--- config.mk ---
export PLATFORM = sky130hd
export DESIGN_NAME = muldiv_unit
export DESIGN_NICKNAME = d
export VERILOG_FILES = /design/src/rtl/rv32ima_pkg.sv /design/src/rtl/muldiv_step.sv /design/src/rtl/muldiv_unit.sv
export SDC_FILE = /design/constraint.sdc
export NUM_CORES = 1
export LEC_CHECK = 0
export CELL_PAD_IN_SITES_DETAIL_PLACEMENT = 1
export CELL_PAD_IN_SITES_GLOBAL_PLACEMENT = 1
export CORE_AREA = 2 2 199 201
export CTS_CLUSTER_DIAMETER = 150
export DETAILED_ROUTE_END_ITERATION = 8
export DIE_AREA = 0 0 201 203
export PLACE_DENSITY_LB_ADDON = 0.08
export SYNTH_ARGS = -nofsm -noshare
export SYNTH_HDL_FRONTEND = slang
export SYNTH_SLANG_ARGS = --single-unit
--- constraint.sdc ---
create_clock -name clk -period 6.45 [get_ports clk]
set_input_delay 1.29 -clock clk [delete_from_list [all_inputs] [get_ports clk]]
set_output_delay 1.29 -clock clk [all_outputs]
set_load 0.02 [all_outputs]
--- src/rtl/rv32ima_pkg.sv ---
// Shared RV32IMA types: machine word, register tag, and the multiply/divide
// operation and state encodings used by the execute-stage muldiv unit.
package rv32ima_pkg;

   typedef logic [31:0] word_t;
   typedef logic [4:0]  reg_t;

   // Encodings follow the RV32M funct3 field
   typedef enum logic [2:0] {
      MUL    = 3'd0,
      MULH   = 3'd1,
      MULHSU = 3'd2,
      MULHU  = 3'd3,
      DIV    = 3'd4,
      DIVU   = 3'd5,
      REM    = 3'd6,
      REMU   = 3'd7
   } mdop_t;

   typedef enum logic [1:0] {
      MD_IDLE = 2'd0,
      MD_BUSY = 2'd1,
      MD_DONE = 2'd2
   } md_state_t;

   function automatic logic md_is_div(input mdop_t op);
      return op inside {DIV, DIVU, REM, REMU};
   endfunction

   function automatic logic md_is_rem(input mdop_t op);
      return op inside {REM, REMU};
   endfunction

   function automatic logic md_rs1_signed(input mdop_t op);
      return op inside {MUL, MULH, MULHSU, DIV, REM};
   endfunction

   function automatic logic md_rs2_signed(input mdop_t op);
      return op inside {MUL, MULH, DIV, REM};
   endfunction

endpackage

--- src/rtl/muldiv_step.sv ---
// One compute iteration of the muldiv unit: BITS_PER_CYCLE rounds of either
// shift-add multiply or restoring divide on unsigned magnitudes.
module muldiv_step
   import rv32ima_pkg::*;
#(
   parameter int unsigned WIDTH          = 32,
   parameter int unsigned BITS_PER_CYCLE = 1
) (
   input  logic [WIDTH-1:0] acc_i,
   input  logic [WIDTH-1:0] part_i,
   input  logic [WIDTH-1:0] operand_i,
   input  logic             is_div_i,
   output logic [WIDTH-1:0] acc_o,
   output logic [WIDTH-1:0] part_o
);

   // acc holds the product high half / partial remainder; part holds the
   // multiplier being shifted out / quotient being shifted in.
   always_comb begin : step
      logic [WIDTH-1:0] hi;
      logic [WIDTH-1:0] lo;
      logic [WIDTH:0]   t;
      hi = acc_i;
      lo = part_i;
      t  = '0;
      for (int unsigned i = 0; i < BITS_PER_CYCLE; i++) begin
         if (is_div_i) begin
            t  = {hi, lo[WIDTH-1]};
            lo = {lo[WIDTH-2:0], 1'b0};
            if (t >= {1'b0, operand_i}) begin
               t     = t - {1'b0, operand_i};
               lo[0] = 1'b1;
            end
            hi = t[WIDTH-1:0];
         end else begin
            t  = {1'b0, hi} + (lo[0] ? {1'b0, operand_i} : '0);
            hi = t[WIDTH:1];
            lo = {t[0], lo[WIDTH-1:1]};
         end
      end
      acc_o  = hi;
      part_o = lo;
   end

endmodule

--- src/rtl/muldiv_unit.sv ---
// Iterative RV32M multiply/divide unit with valid/ready handshakes on both
// sides; one operation in flight, fixed latency for every op.
module muldiv_unit
   import rv32ima_pkg::*;
#(
   parameter int unsigned WIDTH          = 32,
   parameter int unsigned BITS_PER_CYCLE = 1
) (
   input  logic             clk,
   input  logic             nrst,
   input  logic             in_valid,
   output logic             in_ready,
   input  mdop_t            op,
   input  logic [WIDTH-1:0] in1,
   input  logic [WIDTH-1:0] in2,
   input  reg_t             rd_in,
   input  logic             flush,
   output logic             out_valid,
   input  logic             out_ready,
   output logic [WIDTH-1:0] result,
   output reg_t             rd_out
);

   localparam int unsigned STEPS    = WIDTH / BITS_PER_CYCLE;
   localparam int unsigned CNT_W    = $clog2(STEPS + 1);
   localparam logic [CNT_W-1:0] CNT_LOAD = CNT_W'(STEPS);
   localparam logic [CNT_W-1:0] CNT_ONE  = CNT_W'(1);

   md_state_t        state_q, state_d;
   logic [CNT_W-1:0] cnt_q, cnt_d;
   mdop_t            op_q, op_d;
   reg_t             rd_q, rd_d;
   logic [WIDTH-1:0] opnd_q, opnd_d;
   logic [WIDTH-1:0] acc_q, acc_d;
   logic [WIDTH-1:0] part_q, part_d;
   logic             negq_q, negq_d;
   logic             negr_q, negr_d;
   logic             spec_q, spec_d;
   logic [WIDTH-1:0] spec_res_q, spec_res_d;
   logic [WIDTH-1:0] result_q, result_d;

   logic               a_neg, b_neg;
   logic [WIDTH-1:0]   a_mag, b_mag;
   logic [WIDTH-1:0]   step_acc, step_part;
   logic [2*WIDTH-1:0] prod, prod_s;
   logic [WIDTH-1:0]   quot_s, rem_s, final_res;

   muldiv_step #(
      .WIDTH          (WIDTH),
      .BITS_PER_CYCLE (BITS_PER_CYCLE)
   ) u_step (
      .acc_i     (acc_q),
      .part_i    (part_q),
      .operand_i (opnd_q),
      .is_div_i  (md_is_div(op_q)),
      .acc_o     (step_acc),
      .part_o    (step_part)
   );

   always_comb begin
      a_neg = md_rs1_signed(op) & in1[WIDTH-1];
      b_neg = md_rs2_signed(op) & in2[WIDTH-1];
      a_mag = a_neg ? -in1 : in1;
      b_mag = b_neg ? -in2 : in2;

      // Sign fix-up is applied to the final step output so the result
      // register is written on the same edge that enters DONE.
      prod   = {step_acc, step_part};
      prod_s = negq_q ? -prod : prod;
      quot_s = negq_q ? -step_part : step_part;
      rem_s  = negr_q ? -step_acc : step_acc;

      final_res = rem_s;
      case (op_q)
         MUL:                 final_res = prod_s[WIDTH-1:0];
         MULH, MULHSU, MULHU: final_res = prod_s[2*WIDTH-1:WIDTH];
         DIV, DIVU:           final_res = quot_s;
         default:             final_res = rem_s;
      endcase
   end

   always_comb begin
      state_d    = state_q;
      cnt_d      = cnt_q;
      op_d       = op_q;
      rd_d       = rd_q;
      opnd_d     = opnd_q;
      acc_d      = acc_q;
      part_d     = part_q;
      negq_d     = negq_q;
      negr_d     = negr_q;
      spec_d     = spec_q;
      spec_res_d = spec_res_q;
      result_d   = result_q;

      case (state_q)
         MD_IDLE: begin
            if (in_valid && !flush) begin
               op_d       = op;
               rd_d       = rd_in;
               acc_d      = '0;
               negq_d     = a_neg ^ b_neg;
               negr_d     = a_neg;
               spec_d     = md_is_div(op) && (in2 == '0);
               spec_res_d = md_is_rem(op) ? in1 : '1;
               cnt_d      = CNT_LOAD;
               if (md_is_div(op)) begin
                  opnd_d = b_mag;
                  part_d = a_mag;
               end else begin
                  opnd_d = a_mag;
                  part_d = b_mag;
               end
               state_d = MD_BUSY;
            end
         end
         MD_BUSY: begin
            acc_d  = step_acc;
            part_d = step_part;
            cnt_d  = cnt_q - CNT_ONE;
            if (cnt_q == CNT_ONE) begin
               result_d = spec_q ? spec_res_q : final_res;
               state_d  = MD_DONE;
            end
         end
         MD_DONE: begin
            if (out_ready) state_d = MD_IDLE;
         end
         default: state_d = MD_IDLE;
      endcase

      if (flush) state_d = MD_IDLE;
   end

   always_ff @(posedge clk or negedge nrst) begin
      if (!nrst) begin
         state_q    <= MD_IDLE;
         cnt_q      <= '0;
         op_q       <= MUL;
         rd_q       <= '0;
         opnd_q     <= '0;
         acc_q      <= '0;
         part_q     <= '0;
         negq_q     <= 1'b0;
         negr_q     <= 1'b0;
         spec_q     <= 1'b0;
         spec_res_q <= '0;
         result_q   <= '0;
      end else begin
         state_q    <= state_d;
         cnt_q      <= cnt_d;
         op_q       <= op_d;
         rd_q       <= rd_d;
         opnd_q     <= opnd_d;
         acc_q      <= acc_d;
         part_q     <= part_d;
         negq_q     <= negq_d;
         negr_q     <= negr_d;
         spec_q     <= spec_d;
         spec_res_q <= spec_res_d;
         result_q   <= result_d;
      end
   end

   assign in_ready  = (state_q == MD_IDLE) && !flush;
   assign out_valid = (state_q == MD_DONE) && !flush;
   assign result    = result_q;
   assign rd_out    = rd_q;

endmodule

==> results of run 1 <==
[repair_timing]
action,CTS,global route
setup endpoints to repair,0,3
gates resized for setup,0,1
hold endpoints to repair,0,0
[cell type report]
type | instances | share of cell area
Antenna cell | 2 | 0.000260
Clock buffer | 18 | 0.0223
Sequential cell | 179 | 0.233
Timing Repair Buffer | 159 | 0.0770
Tap cell | 518 | 0.0337
Multi-Input combinational cell | 1899 | 0.613
Clock inverter | 13 | 0.00664
Inverter | 72 | 0.0141
[worst paths after layout]
check | slack, ns | start | to
hold / removal | 0.46 | spec_res_q[29] | spec_res_q[29]
setup reg to reg | 0.47 | opnd_q[30] | result[14]
max in group asynchronous | 4.25 | nrst | acc_q[15]
hold reg to reg | 0.46 | spec_res_q[29] | spec_res_q[29]
min in group asynchronous | 0.84 | nrst | acc_q[18]
setup / recovery | 0.47 | opnd_q[30] | result[14]
[report_power, final]
| group | leakage, nW | internal, W | total, W | switching, W |
|---|---|---|---|---|
| clock | 0.269 | 0.000536 | 0.00107 | 0.000532 |
| sequential | 2.25 | 0.00151 | 0.00197 | 0.000456 |
| combinational | 5.37 | 0.00242 | 0.00722 | 0.00480 |
[per-layer routing]
layer | part of all wire | GRT usage
met5 | 0 | 0
met4 | 0.050 | 0.186
met3 | 0.078 | 0.0804
met2 | 0.45 | 0.612
met1 | 0.42 | 0.521
[flip-flops by register name, summed over array words and instances (netlist names), 2 cells and up]
name / count
result: 32
opnd_q: 32
spec_res_q: 32
acc_q: 32
state_q: 2
part_q: 32
rd_out: 5
cnt_q: 6
op_q: 3
[worst max-delay path: stages, from the launching register on]
cell,delay (ns)
sky130_fd_sc_hd__dfrtp_1,0.37
sky130_fd_sc_hd__inv_1,0.07
sky130_fd_sc_hd__ha_1,0.35
sky130_fd_sc_hd__and3_1,0.25
sky130_fd_sc_hd__a2111oi_1,0.68
sky130_fd_sc_hd__o21ai_2,0.31
sky130_fd_sc_hd__nor3_4,0.28
sky130_fd_sc_hd__nor2_1,0.15
sky130_fd_sc_hd__a21oi_1,0.22
sky130_fd_sc_hd__ha_1,0.24
sky130_fd_sc_hd__o2111ai_1,0.20
sky130_fd_sc_hd__nor4_1,0.59
sky130_fd_sc_hd__nand4_1,0.28
sky130_fd_sc_hd__or3_1,0.50
sky130_fd_sc_hd__nor3_1,0.38
sky130_fd_sc_hd__nand3_1,0.17
sky130_fd_sc_hd__nand2_1,0.11
sky130_fd_sc_hd__xnor2_1,0.07
sky130_fd_sc_hd__a221oi_1,0.47
sky130_fd_sc_hd__a21oi_1,0.14
[kinds of logic after synthesis]
logic type      Yosys count  share of synthesized area
compound gates          768                      0.287
buf+inv                 219                     0.0517
fa+ha+maj                72                     0.0535
flops                   179                      0.261
simple gates            859                      0.241
xor+xnor                156                     0.0797
mux                      44                     0.0261
[through the flow]
stage | area [sq um] | worst slack [ns] | cells
6_report | 19200 | 0.466 | 2860
5_1_grt | 19200 | 0.100 | 2858
4_1_cts | 19200 | 0.472 | 2858
3_5_place_dp | 18700 | 0.507 | 2827
3_3_place_gp | 18700 | 0.747 | 2827
2_1_floorplan | 17100 | 1.34 | 2297
[synthesized netlist by cell type (17+ instances only)]
cell type / instances
sky130_fd_sc_hd__nand3_1: 75
sky130_fd_sc_hd__dfrtp_1: 179
sky130_fd_sc_hd__ha_1: 70
sky130_fd_sc_hd__or3_1: 25
sky130_fd_sc_hd__nor3_1: 55
sky130_fd_sc_hd__o21ai_0: 246
sky130_fd_sc_hd__xnor2_1: 83
sky130_fd_sc_hd__nor2_1: 148
sky130_fd_sc_hd__xor2_1: 73
sky130_fd_sc_hd__mux2i_1: 39
sky130_fd_sc_hd__clkbuf_1: 106
sky130_fd_sc_hd__nand4_1: 34
sky130_fd_sc_hd__a21oi_1: 187
sky130_fd_sc_hd__inv_1: 69
sky130_fd_sc_hd__a21o_1: 17
sky130_fd_sc_hd__nand2_1: 350
sky130_fd_sc_hd__and2_1: 43
sky130_fd_sc_hd__and3_1: 23
sky130_fd_sc_hd__o221ai_1: 31
sky130_fd_sc_hd__buf_2: 23
sky130_fd_sc_hd__nand2b_1: 17
sky130_fd_sc_hd__a211oi_1: 19
sky130_fd_sc_hd__o211ai_1: 47
sky130_fd_sc_hd__nor4_1: 22
sky130_fd_sc_hd__o31ai_1: 38
==> qor.txt, run 1 <==
==========================================================================
Status                                                        complete, but fails checks
Violations in the final reports                               max-capacitance violations, max-slew violations
Post-route clock period utilization                                  0.928
Number of I/O pins                                                     116
Worst-case hold slack                                             0.461 ns
Hold buffer count at cts                                                 0
Global-route congestion overflow total                                   0
Clock-pin slew on the worst setup and hold paths                   0.09 ns
Clock buffers created by TritonCTS                                      17
Critical Path Sink Type                                           register
Number of hold violations in the final report                            0
Proportion of layout cells with a drive suffix above 1              0.0573
Sort of element at the start of the critical path                 register
Overall power                                                     0.0103 W
Antenna Nets Post-Route                                                  0
Routability congestion estimate                                       1.03
Worst EP required                                                  6.80 ns
Final-layout setup total negative slack                               0 ns
Post-CTS setup buffers                                                   0
HP Class                                                      register to register
DRC marker count from the first detailed-route iteration              2027
Async set-or-reset flop fraction in the synthesized netlist           1.00
Minimum clock period                                               5.98 ns
Pin slew with the least headroom to its limit                      1.48 ns
Clk Latency, worst-skew pair                                       0.49 ns
Clock Tree Buf Depth                                                     2
CORE AREA                                                      38500 sq um
Area of the multi-input gates                                  11800 sq um
Count of flip-flops with a built-in enable after synthesis               0
Half-perimeter wire length after placement                    61900 microns
DR vias                                                              18900
Most common cell after layout, fill and taps aside            sky130_fd_sc_hd__nand2_1
Largest area contributor in the synthesized netlist           sky130_fd_sc_hd__dfrtp_1
Largest net degree at the start of global routing                       89
Area used by sequential logic in the layout                     4480 sq um
Proportion of synthesized chip area in sequential cells              0.261
Leakage dissipation                                                7.88 nW
Synthesis-to-finish area growth                                      12.2%
Register bit total from synthesis                                      179
Floorplan die height                                           203 microns
Slew margin rel.                                                   -0.0112
Clock sink total                                                       179
Commonest register cell after synthesis                       sky130_fd_sc_hd__dfrtp_1
Via count normalized by instance count                                6.62
Vias in the first global route                                       18800
Post-Synthesis Net Count                                              2446
Highest fanout seen on the critical path                                10
CTS H-tree lvls                                                          4
Drt total wl                                                  79900 microns
Yosys warnings                                                           0
First-pass GRT wire length                                    121000 microns
Setup clock skew after layout                                    0.0180 ns
Critical path type                                            register to register
Number of max-slew violations in the final report                        1
Top-area cell type share of the netlist area                         0.261
Die footprint                                                  40800 sq um
Most used cells in the layout excluding fill and tap cells    sky130_fd_sc_hd__nand2_1, sky130_fd_sc_hd__o21ai_0, sky130_fd_sc_hd__a21oi_1
Mapped Cells                                                          2297
Count of distinct cell types in the synthesized netlist                 97
Number of remaining DRC errors                                           0
Post-synthesis instance area                                   17100 sq um
Root buffer cell                                              sky130_fd_sc_hd__clkbuf_16
Initial core utilization                                             0.445
Areal power density over the cells                             533 nW/um^2
TritonCTS clock tree                                                  done
Final core area utilization                                          0.500
Main area contributors after synthesis                        sky130_fd_sc_hd__dfrtp_1, sky130_fd_sc_hd__nand2_1, sky130_fd_sc_hd__o21ai_0
Horizontal extent of the die                                   201 microns
Fill cell instance count of the final layout                          4850
Worst Hold Path Cells                                                    2
Number of iterations in the first detailed-routing pass                  5
Achievable clock frequency                                         167 MHz
Count of port buffers added during placement                           115
Average routed wire per standard cell                         27.9 microns
Number of maximum-capacitance violations                                 1
Worst EP arrival                                                   6.34 ns
Maximum ir drop on the vdd rail                                     258 uV
Site row count                                                          72
Final-report setup violation count                                       0
Worst Reg-to-Reg Cells                                                  19
Mapped Avg Cell Area                                            7.46 sq um
Final Net Count                                                       2477
Overall routing resource usage                                       0.392
Initial antenna violation count                                          1
Setup repair after global routing missed its margin                  false
==========================================================================
(Power assumes the default switching activity.)
==> run 2, diff against run 1 <==
==> constraint.sdc (replaced) <==
create_clock -name clk -period 6.45 [get_ports clk]
set_input_delay 0.9675 -clock clk [delete_from_list [all_inputs] [get_ports clk]]
set_output_delay 0.9675 -clock clk [all_outputs]
set_load 0.02 [all_outputs]
==> run 2 against run 1 <==
The flow now finishes without violations. Die area is the same. Combinational power is essentially flat. Highest routed layer is now met5. First-iteration DRC count shrank 12%. Largest cell class unchanged. Cell area is essentially flat. Hold slack gained 0.0020 ns. Flip-flop and latch count is the same. Critical path type unchanged.
==> qor.txt, run 2 (same netlist as run 1, synthesis figures left out) <==
=========================================================================
Antenna Nets Post-Route                                                 0   unchanged
DP Cell Count                                                        2827   unchanged
Maximum ir drop on the vdd rail                                    229 uV   was 258 uV
Clk Latency, worst-skew pair                                      0.47 ns   was 0.49 ns
Slowest cell on the critical path                            sky130_fd_sc_hd__nor4_2   was sky130_fd_sc_hd__a2111oi_1
Net switching power figure                                      0.00578 W   was 0.00579 W
Areal power density over the cells                            531 nW/um^2   was 533 nW/um^2
Worst Reg-to-Reg Cells                                                 21   was 19
Routability congestion estimate                                      1.01   was 1.03
Switching Share                                                     0.566   was 0.565
Achievable clock frequency                                        166 MHz   was 167 MHz
Critical path type                                           register to register   unchanged
HP Class                                                     register to register   unchanged
DRC marker count from the first detailed-route iteration             1774   was 2027
Setup clock skew after layout                                   0.0122 ns   was 0.0180 ns
Clock Tree Buf Depth                                                    2   unchanged
Launch instance of the worst register-to-register path          acc_q[13]   was opnd_q[30]
Clock buffers created by TritonCTS                                     17   unchanged
Sort of element at the start of the critical path                register   unchanged
Overall power                                                    0.0102 W   was 0.0103 W
Number of remaining DRC errors                                          0   unchanged
Library cell appearing most often on the critical path       sky130_fd_sc_hd__a21oi_1
Worst path max stage delay                                        0.51 ns   was 0.68 ns
Clk network pwr share                                               0.102   was 0.104
Post-route clock period utilization                                 0.932   was 0.928
First-pass GRT wire length                                   121000 microns   about the same
Number of iterations in the first detailed-routing pass                 5   unchanged
Minimum clock period                                              6.01 ns   was 5.98 ns
Summed area of non-filler cells in the final layout           19200 sq um   about the same
Internal Power                                                  0.00443 W   was 0.00446 W
Fill cell instance count of the final layout                         4840   was 4850
Most common cell after layout, fill and taps aside           sky130_fd_sc_hd__nand2_1   unchanged
Via count normalized by instance count                               6.56   was 6.62
Cell Count, Final, Fillers Out                                       2861   was 2860
Hold buffer count at cts                                                0   unchanged
Flop2flop setup slack                                             0.44 ns   was 0.47 ns
Highest fanout seen on the critical path                               17   was 10
Site row count                                                         72   unchanged
Status                                                       finished, final reports clean   was complete, but fails checks
Comb power frac                                                     0.705   was 0.704
Critical Path Sink Type                                          register   unchanged
CORE AREA                                                     38500 sq um   unchanged
Worst EP arrival                                                  6.36 ns   was 6.34 ns
Average routed wire per standard cell                        27.8 microns   was 27.9 microns
Crit path cell chain                                         ha_1 -> a21oi_1 -> o21ai_1 -> or3_1 -> a32o_1 -> nor3_4 -> buf_4 -> nor2_1 -> a21oi_1 -> ha_1 -> o2111ai_1 -> nor4_2 -> nand4_1 -> or2_2 -> nor2_1 -> buf_4 -> nand4_1 -> o31ai_1 -> xnor2_1 -> a221oi_1 -> a21oi_1   was inv_1 -> ha_1 -> and3_1 -> a2111oi_1 -> o21ai_2 -> nor3_4 -> nor2_1 -> a21oi_1 -> ha_1 -> o2111ai_1 -> nor4_1 -> nand4_1 -> or3_1 -> nor3_1 -> nand3_1 -> nand2_1 -> xnor2_1 -> a221oi_1 -> a21oi_1
Area of the multi-input gates                                 11800 sq um   about the same
CTS H-tree lvls                                                         4   unchanged
Root buffer cell                                             sky130_fd_sc_hd__clkbuf_16   unchanged
Setup repair after global routing missed its margin                 false   unchanged
Proportion of layout cells with a drive suffix above 1             0.0577   was 0.0573
Critical path buffer and inverter count                                 2   was 1
Post-CTS setup buffers                                                  0   unchanged
Synthesis-to-finish area growth                                     12.2%   about the same
Initial core utilization                                            0.445   unchanged
Drt total wl                                                 79600 microns   was 79900 microns
Clock sink total                                                      179   unchanged
Die footprint                                                 40800 sq um   unchanged
Number of maximum-capacitance violations                                0   was 1
Cell count along the critical path                                     21   was 19
Final Net Count                                                      2477   unchanged
Area used by sequential logic in the layout                    4480 sq um   unchanged
Horizontal extent of the die                                  201 microns   unchanged
Count of port buffers added during placement                          115   unchanged
Overall routing resource usage                                      0.392   about the same
Final-layout setup total negative slack                              0 ns   unchanged
Power share of the sequential group                                 0.193   was 0.192
Pin slew with the least headroom to its limit                     1.22 ns   was 1.48 ns
TritonCTS clock tree                                                 done   unchanged
Cell area after placement                                     18700 sq um   unchanged
Global-route congestion overflow total                                  0   unchanged
Final-report setup violation count                                      0   unchanged
Worst EP required                                                 6.80 ns   about the same
Worst flop-to-flop path endpoint                               result[28]   was result[14]
Most used cells in the layout excluding fill and tap cells   sky130_fd_sc_hd__nand2_1, sky130_fd_sc_hd__o21ai_0, sky130_fd_sc_hd__a21oi_1   unchanged
Largest net degree at the start of global routing                      81   was 89
End point of the critical path                                 result[28]   was result[14]
Final core area utilization                                         0.500   about the same
Crit path max-delay family                                   simple AND/OR/NAND/NOR gates   unchanged
Number of gates resized after cts                                       0   unchanged
Vias in the first global route                                      18800   about the same
Number of max-slew violations in the final report                       0   was 1
Floorplan die height                                          203 microns   unchanged
Number of I/O pins                                                    116   unchanged
Half-perimeter wire length after placement                   61900 microns   about the same
Number of hold violations in the final report                           0   unchanged
Critical Path Start                                             acc_q[13]   was opnd_q[30]
Leakage dissipation                                               7.87 nW   was 7.88 nW
DR vias                                                             18800   was 18900
Clock-pin slew on the worst setup and hold paths                  0.08 ns   was 0.09 ns
Slew margin rel.                                                    0.184   was -0.0112
Initial antenna violation count                                         7   was 1
=========================================================================
## run 2: worst reg2reg max path: stages, from the launching register on
cell and delay (ns):
sky130_fd_sc_hd__dfrtp_1 0.42, sky130_fd_sc_hd__ha_1 0.41, sky130_fd_sc_hd__a21oi_1 0.25, sky130_fd_sc_hd__o21ai_1 0.16, sky130_fd_sc_hd__or3_1 0.42, sky130_fd_sc_hd__a32o_1 0.42
sky130_fd_sc_hd__nor3_4 0.22, sky130_fd_sc_hd__buf_4 0.27, sky130_fd_sc_hd__nor2_1 0.16, sky130_fd_sc_hd__a21oi_1 0.28, sky130_fd_sc_hd__ha_1 0.28, sky130_fd_sc_hd__o2111ai_1 0.23
sky130_fd_sc_hd__nor4_2 0.51, sky130_fd_sc_hd__nand4_1 0.26, sky130_fd_sc_hd__or2_2 0.39, sky130_fd_sc_hd__nor2_1 0.10, sky130_fd_sc_hd__buf_4 0.17, sky130_fd_sc_hd__nand4_1 0.21
sky130_fd_sc_hd__o31ai_1 0.33, sky130_fd_sc_hd__xnor2_1 0.10, sky130_fd_sc_hd__a221oi_1 0.26, sky130_fd_sc_hd__a21oi_1 0.08
## run 2: metal layers
metal,share of wire,up-vias,track usage
li1,-,8429,-
met1,0.43,9314,0.530
met2,0.44,855,0.608
met3,0.081,154,0.0714
met4,0.048,4,0.179
met5,0.00034,-,0
## run 2: cell type report
type                            instances  share of cell area
Multi-Input combinational cell       1899               0.614
Sequential cell                       179               0.233
Clock inverter                         13             0.00514
Inverter                               72              0.0141
Tap cell                              518              0.0337
Timing Repair Buffer                  159              0.0770
Clock buffer                           19              0.0230
Antenna cell                            2            0.000260
## run 2: power by group through the flow
stage | Sequential [W] | Combinational [W] | Clock (W)
finish | 0.00197 | 0.00720 | 0.00104
global route | 0.00202 | 0.00769 | 0.00109
CTS | 0.00195 | 0.00701 | 0.00104
detailed placement | 0.00197 | 0.00696 | 0
global placement | 0.00194 | 0.00685 | 0
floorplan | 0.00187 | 0.00456 | 0
## run 2: through the flow
step                      setup WS [ns]  hold WS (ns)
after floorplan                    1.34         0.430
after global placement            0.731         0.442
after detailed placement          0.478         0.451
after CTS                         0.442         0.467
after global routing             0.0707         0.498
final                             0.437         0.463
## run 2: how the worst min path moves through the flow
stage	slack, ns	from	cells after the start	end
floorplan	0.43	spec_res_q[30]	2	spec_res_q[30]
CTS	0.47	spec_res_q[26]	2	spec_res_q[26]
finish	0.46	spec_res_q[26]	2	spec_res_q[26]
global route	0.50	nrst	1	acc_q[20]
detailed placement	0.45	spec_res_q[26]	2	spec_res_q[26]
global placement	0.44	spec_res_q[19]	2	spec_res_q[19]
==> run 3, diff against run 2 <==
CORE_AREA = 2 2 197 199   (was 2 2 199 201)
CTS_BUF_LIST = sky130_fd_sc_hd__clkbuf_4 sky130_fd_sc_hd__clkbuf_8   (was not set)
DIE_AREA = 0 0 199 201   (was 0 0 201 203)
GPL_TIMING_DRIVEN = 0   (was not set)
==> run 3 against run 2 <==
Global-route usage rose by 5.0 points. Register-to-register slack got worse by 0.36 ns. Total power rose by 2.7%. Non-clock buffer count rose by 104. Via count rose by 5.9%. Core utilization rose by 1.2 points. Sequential share of layout area fell by 0.34 points. First-iteration DRC count rose by 15%. Sequential power rose by 3%. Routed wire length rose by 11%. Hold slack got worse by 0.11 ns. Count of clock-buffer cells in the layout fell by 1. Critical path type unchanged. Highest routed layer unchanged.
==> qor.txt, run 3 (same netlist as run 1, synthesis figures left out) <==
=========================================================================
Status                                                       finished, final reports clean   unchanged
Horizontal extent of the die                                  199 microns   was 201 microns
Minimum clock period                                              6.38 ns   was 6.01 ns
Area used by sequential logic in the layout                    4480 sq um   about the same
Areal power density over the cells                            538 nW/um^2   was 531 nW/um^2
Vias in the first global route                                      20000   was 18800
Summed area of non-filler cells in the final layout           19500 sq um   was 19200 sq um
Number of hold violations in the final report                           0   unchanged
First-pass GRT wire length                                   130000 microns   was 121000 microns
Clock sink total                                                      179   unchanged
Maximum ir drop on the vdd rail                                    200 uV   was 229 uV
Number of maximum-capacitance violations                                0   unchanged
Hold buffer count at cts                                                0   unchanged
Count of port buffers added during placement                          114   was 115
Synthesis-to-finish area growth                                     13.7%   was 12.2%
Largest net degree at the start of global routing                     113   was 81
Number of I/O pins                                                    116   unchanged
Worst EP required                                                 6.90 ns   was 6.80 ns
Antenna Nets Post-Route                                                 0   unchanged
Site row count                                                         72   unchanged
Highest fanout seen on the critical path                               10   was 17
Final core area utilization                                         0.511   was 0.500
Overall routing resource usage                                      0.442   was 0.392
Leakage dissipation                                               7.90 nW   was 7.87 nW
CTS H-tree lvls                                                         4   unchanged
TritonCTS clock tree                                                 done   unchanged
Most used cells in the layout excluding fill and tap cells   sky130_fd_sc_hd__nand2_1, sky130_fd_sc_hd__o21ai_0, sky130_fd_sc_hd__a21oi_1   unchanged
Clock-pin slew on the worst setup and hold paths                  0.11 ns   was 0.08 ns
Setup clock skew after layout                                   0.0355 ns   was 0.0122 ns
Setup repair after global routing missed its margin                  true   was false
Post-route clock period utilization                                 0.989   was 0.932
Final Net Count                                                      2581   was 2477
DR vias                                                             19900   was 18800
Initial antenna violation count                                         5   was 7
Clk Latency, worst-skew pair                                      0.57 ns   was 0.47 ns
Achievable clock frequency                                        157 MHz   was 166 MHz
Sort of element at the start of the critical path                register   unchanged
Worst-case hold slack                                            0.351 ns   was 0.463 ns
Final-report setup violation count                                      0   unchanged
Critical Path Start                                             part_q[0]   was acc_q[13]
Global-route congestion overflow total                                  0   unchanged
Cell area after placement                                     19000 sq um   was 18700 sq um
Routability congestion estimate                                      1.08   was 1.01
Final-layout setup total negative slack                              0 ns   unchanged
Die footprint                                                 40000 sq um   was 40800 sq um
CORE AREA                                                     38100 sq um   was 38500 sq um
Half-perimeter wire length after placement                   72300 microns   was 61900 microns
Fill cell instance count of the final layout                         4860   was 4840
Launch instance of the worst register-to-register path          part_q[0]   was acc_q[13]
Number of iterations in the first detailed-routing pass                 6   was 5
DRC marker count from the first detailed-route iteration             2037   was 1774
Worst slack at placement                                         -1.43 ns   was 0.478 ns
Via count normalized by instance count                               6.70   was 6.56
Drt total wl                                                 88000 microns   was 79600 microns
Worst EP arrival                                                  6.82 ns   was 6.36 ns
Root buffer cell                                             sky130_fd_sc_hd__clkbuf_8   was sky130_fd_sc_hd__clkbuf_16
Most common cell after layout, fill and taps aside           sky130_fd_sc_hd__nand2_1   unchanged
Critical path type                                           register to register   unchanged
Average routed wire per standard cell                        29.7 microns   was 27.8 microns
Initial core utilization                                            0.450   was 0.445
Number of max-slew violations in the final report                       0   unchanged
HP Class                                                     primary input to asynchronous set/reset pin   was register to register
Number of remaining DRC errors                                          0   unchanged
Clock Tree Buf Depth                                                    2   unchanged
Critical Path Sink Type                                          register   unchanged
Slew margin rel.                                                    0.110   was 0.184
Final worst setup slack                                         0.0740 ns   was 0.437 ns
Area of the multi-input gates                                 11900 sq um   was 11800 sq um
Proportion of layout cells with a drive suffix above 1             0.0515   was 0.0577
Floorplan die height                                          201 microns   was 203 microns
Clock buffers created by TritonCTS                                     17   unchanged
Pin slew with the least headroom to its limit                     1.33 ns   was 1.22 ns
=========================================================================
-- run 3: cell count changes in the layout (fill, tap and decap cells not counted), sizes merged --
cell / change
buf: -3
bufinv: +1
clkbuf: +106
clkinv: +2
clkinvlp: -1
inv: -1
-- run 3: timing repair --
item	4_1_cts	5_1_grt
buffers inserted	1	1
pin swaps	1	1
gates cloned	0	0
setup endpoints to repair	16	14
gates resized for setup	9	13
-- run 3: critical path, cell delays in order (launching register included) --
cell,delay (ns)
sky130_fd_sc_hd__dfrtp_1,0.68
sky130_fd_sc_hd__clkbuf_1,0.68
sky130_fd_sc_hd__nand2_1,0.21
sky130_fd_sc_hd__inv_1,0.11
sky130_fd_sc_hd__ha_1,0.25
sky130_fd_sc_hd__a211o_1,0.33
sky130_fd_sc_hd__a211o_1,0.40
sky130_fd_sc_hd__a211o_1,0.35
sky130_fd_sc_hd__a21oi_1,0.14
sky130_fd_sc_hd__nor3_1,0.09
sky130_fd_sc_hd__a211oi_4,0.45
sky130_fd_sc_hd__o211ai_1,0.35
sky130_fd_sc_hd__nor4b_4,0.66
sky130_fd_sc_hd__nand4_1,0.44
sky130_fd_sc_hd__o31ai_1,0.39
sky130_fd_sc_hd__xor2_1,0.20
sky130_fd_sc_hd__a221oi_1,0.39
sky130_fd_sc_hd__o21ai_1,0.11
-- run 3: area by class of cell --
class | count | share of cell area
antenna | 2 | 0.000257
buffer | 146 | 0.0320
clock buffer | 18 | 0.0127
clock inverter | 14 | 0.00848
inverter | 72 | 0.0139
multi-input combinational | 1899 | 0.609
sequential | 179 | 0.230
tap | 518 | 0.0333
timing repair buffer | 117 | 0.0610
-- run 3: through the flow --
step / total power (W) / std cells
5_1_grt: 0.0109 / 2963
4_1_cts: 0.0101 / 2962
3_3_place_gp: 0.00901 / 2929
6_report: 0.0105 / 2965
2_1_floorplan: 0.00643 / 2297
3_5_place_dp: 0.00921 / 2930
-- run 3: worst paths after layout --
path	to	slack [ns]	depth (start not counted)
worst max-delay path	result[23]	0.07	17
worst min-delay path	opnd_q[9]	0.35	1
worst max register to register	result[23]	0.07	17
worst min register to register	rd_out[1]	0.49	2
max in group asynchronous	rd_out[4]	5.10	2
min in group clk	rd_out[1]	0.49	2
-- run 3: power breakdown --
group          leakage [nW]  total [W]  switching [W]  internal [W]
clock                 0.202   0.000848       0.000516      0.000333
combinational          5.45    0.00761        0.00521       0.00240
sequential             2.25    0.00203       0.000530       0.00150
-- run 3: per-layer routing --
layer  wire, microns  share of wire  up-vias  track usage
met5              26        0.00030        -            0
met4            6370          0.072        4        0.283
met3            8170          0.093      280       0.0904
met2           38400           0.44     1109        0.674
met1           35000           0.40     9836        0.568
li1                -              -     8641            -
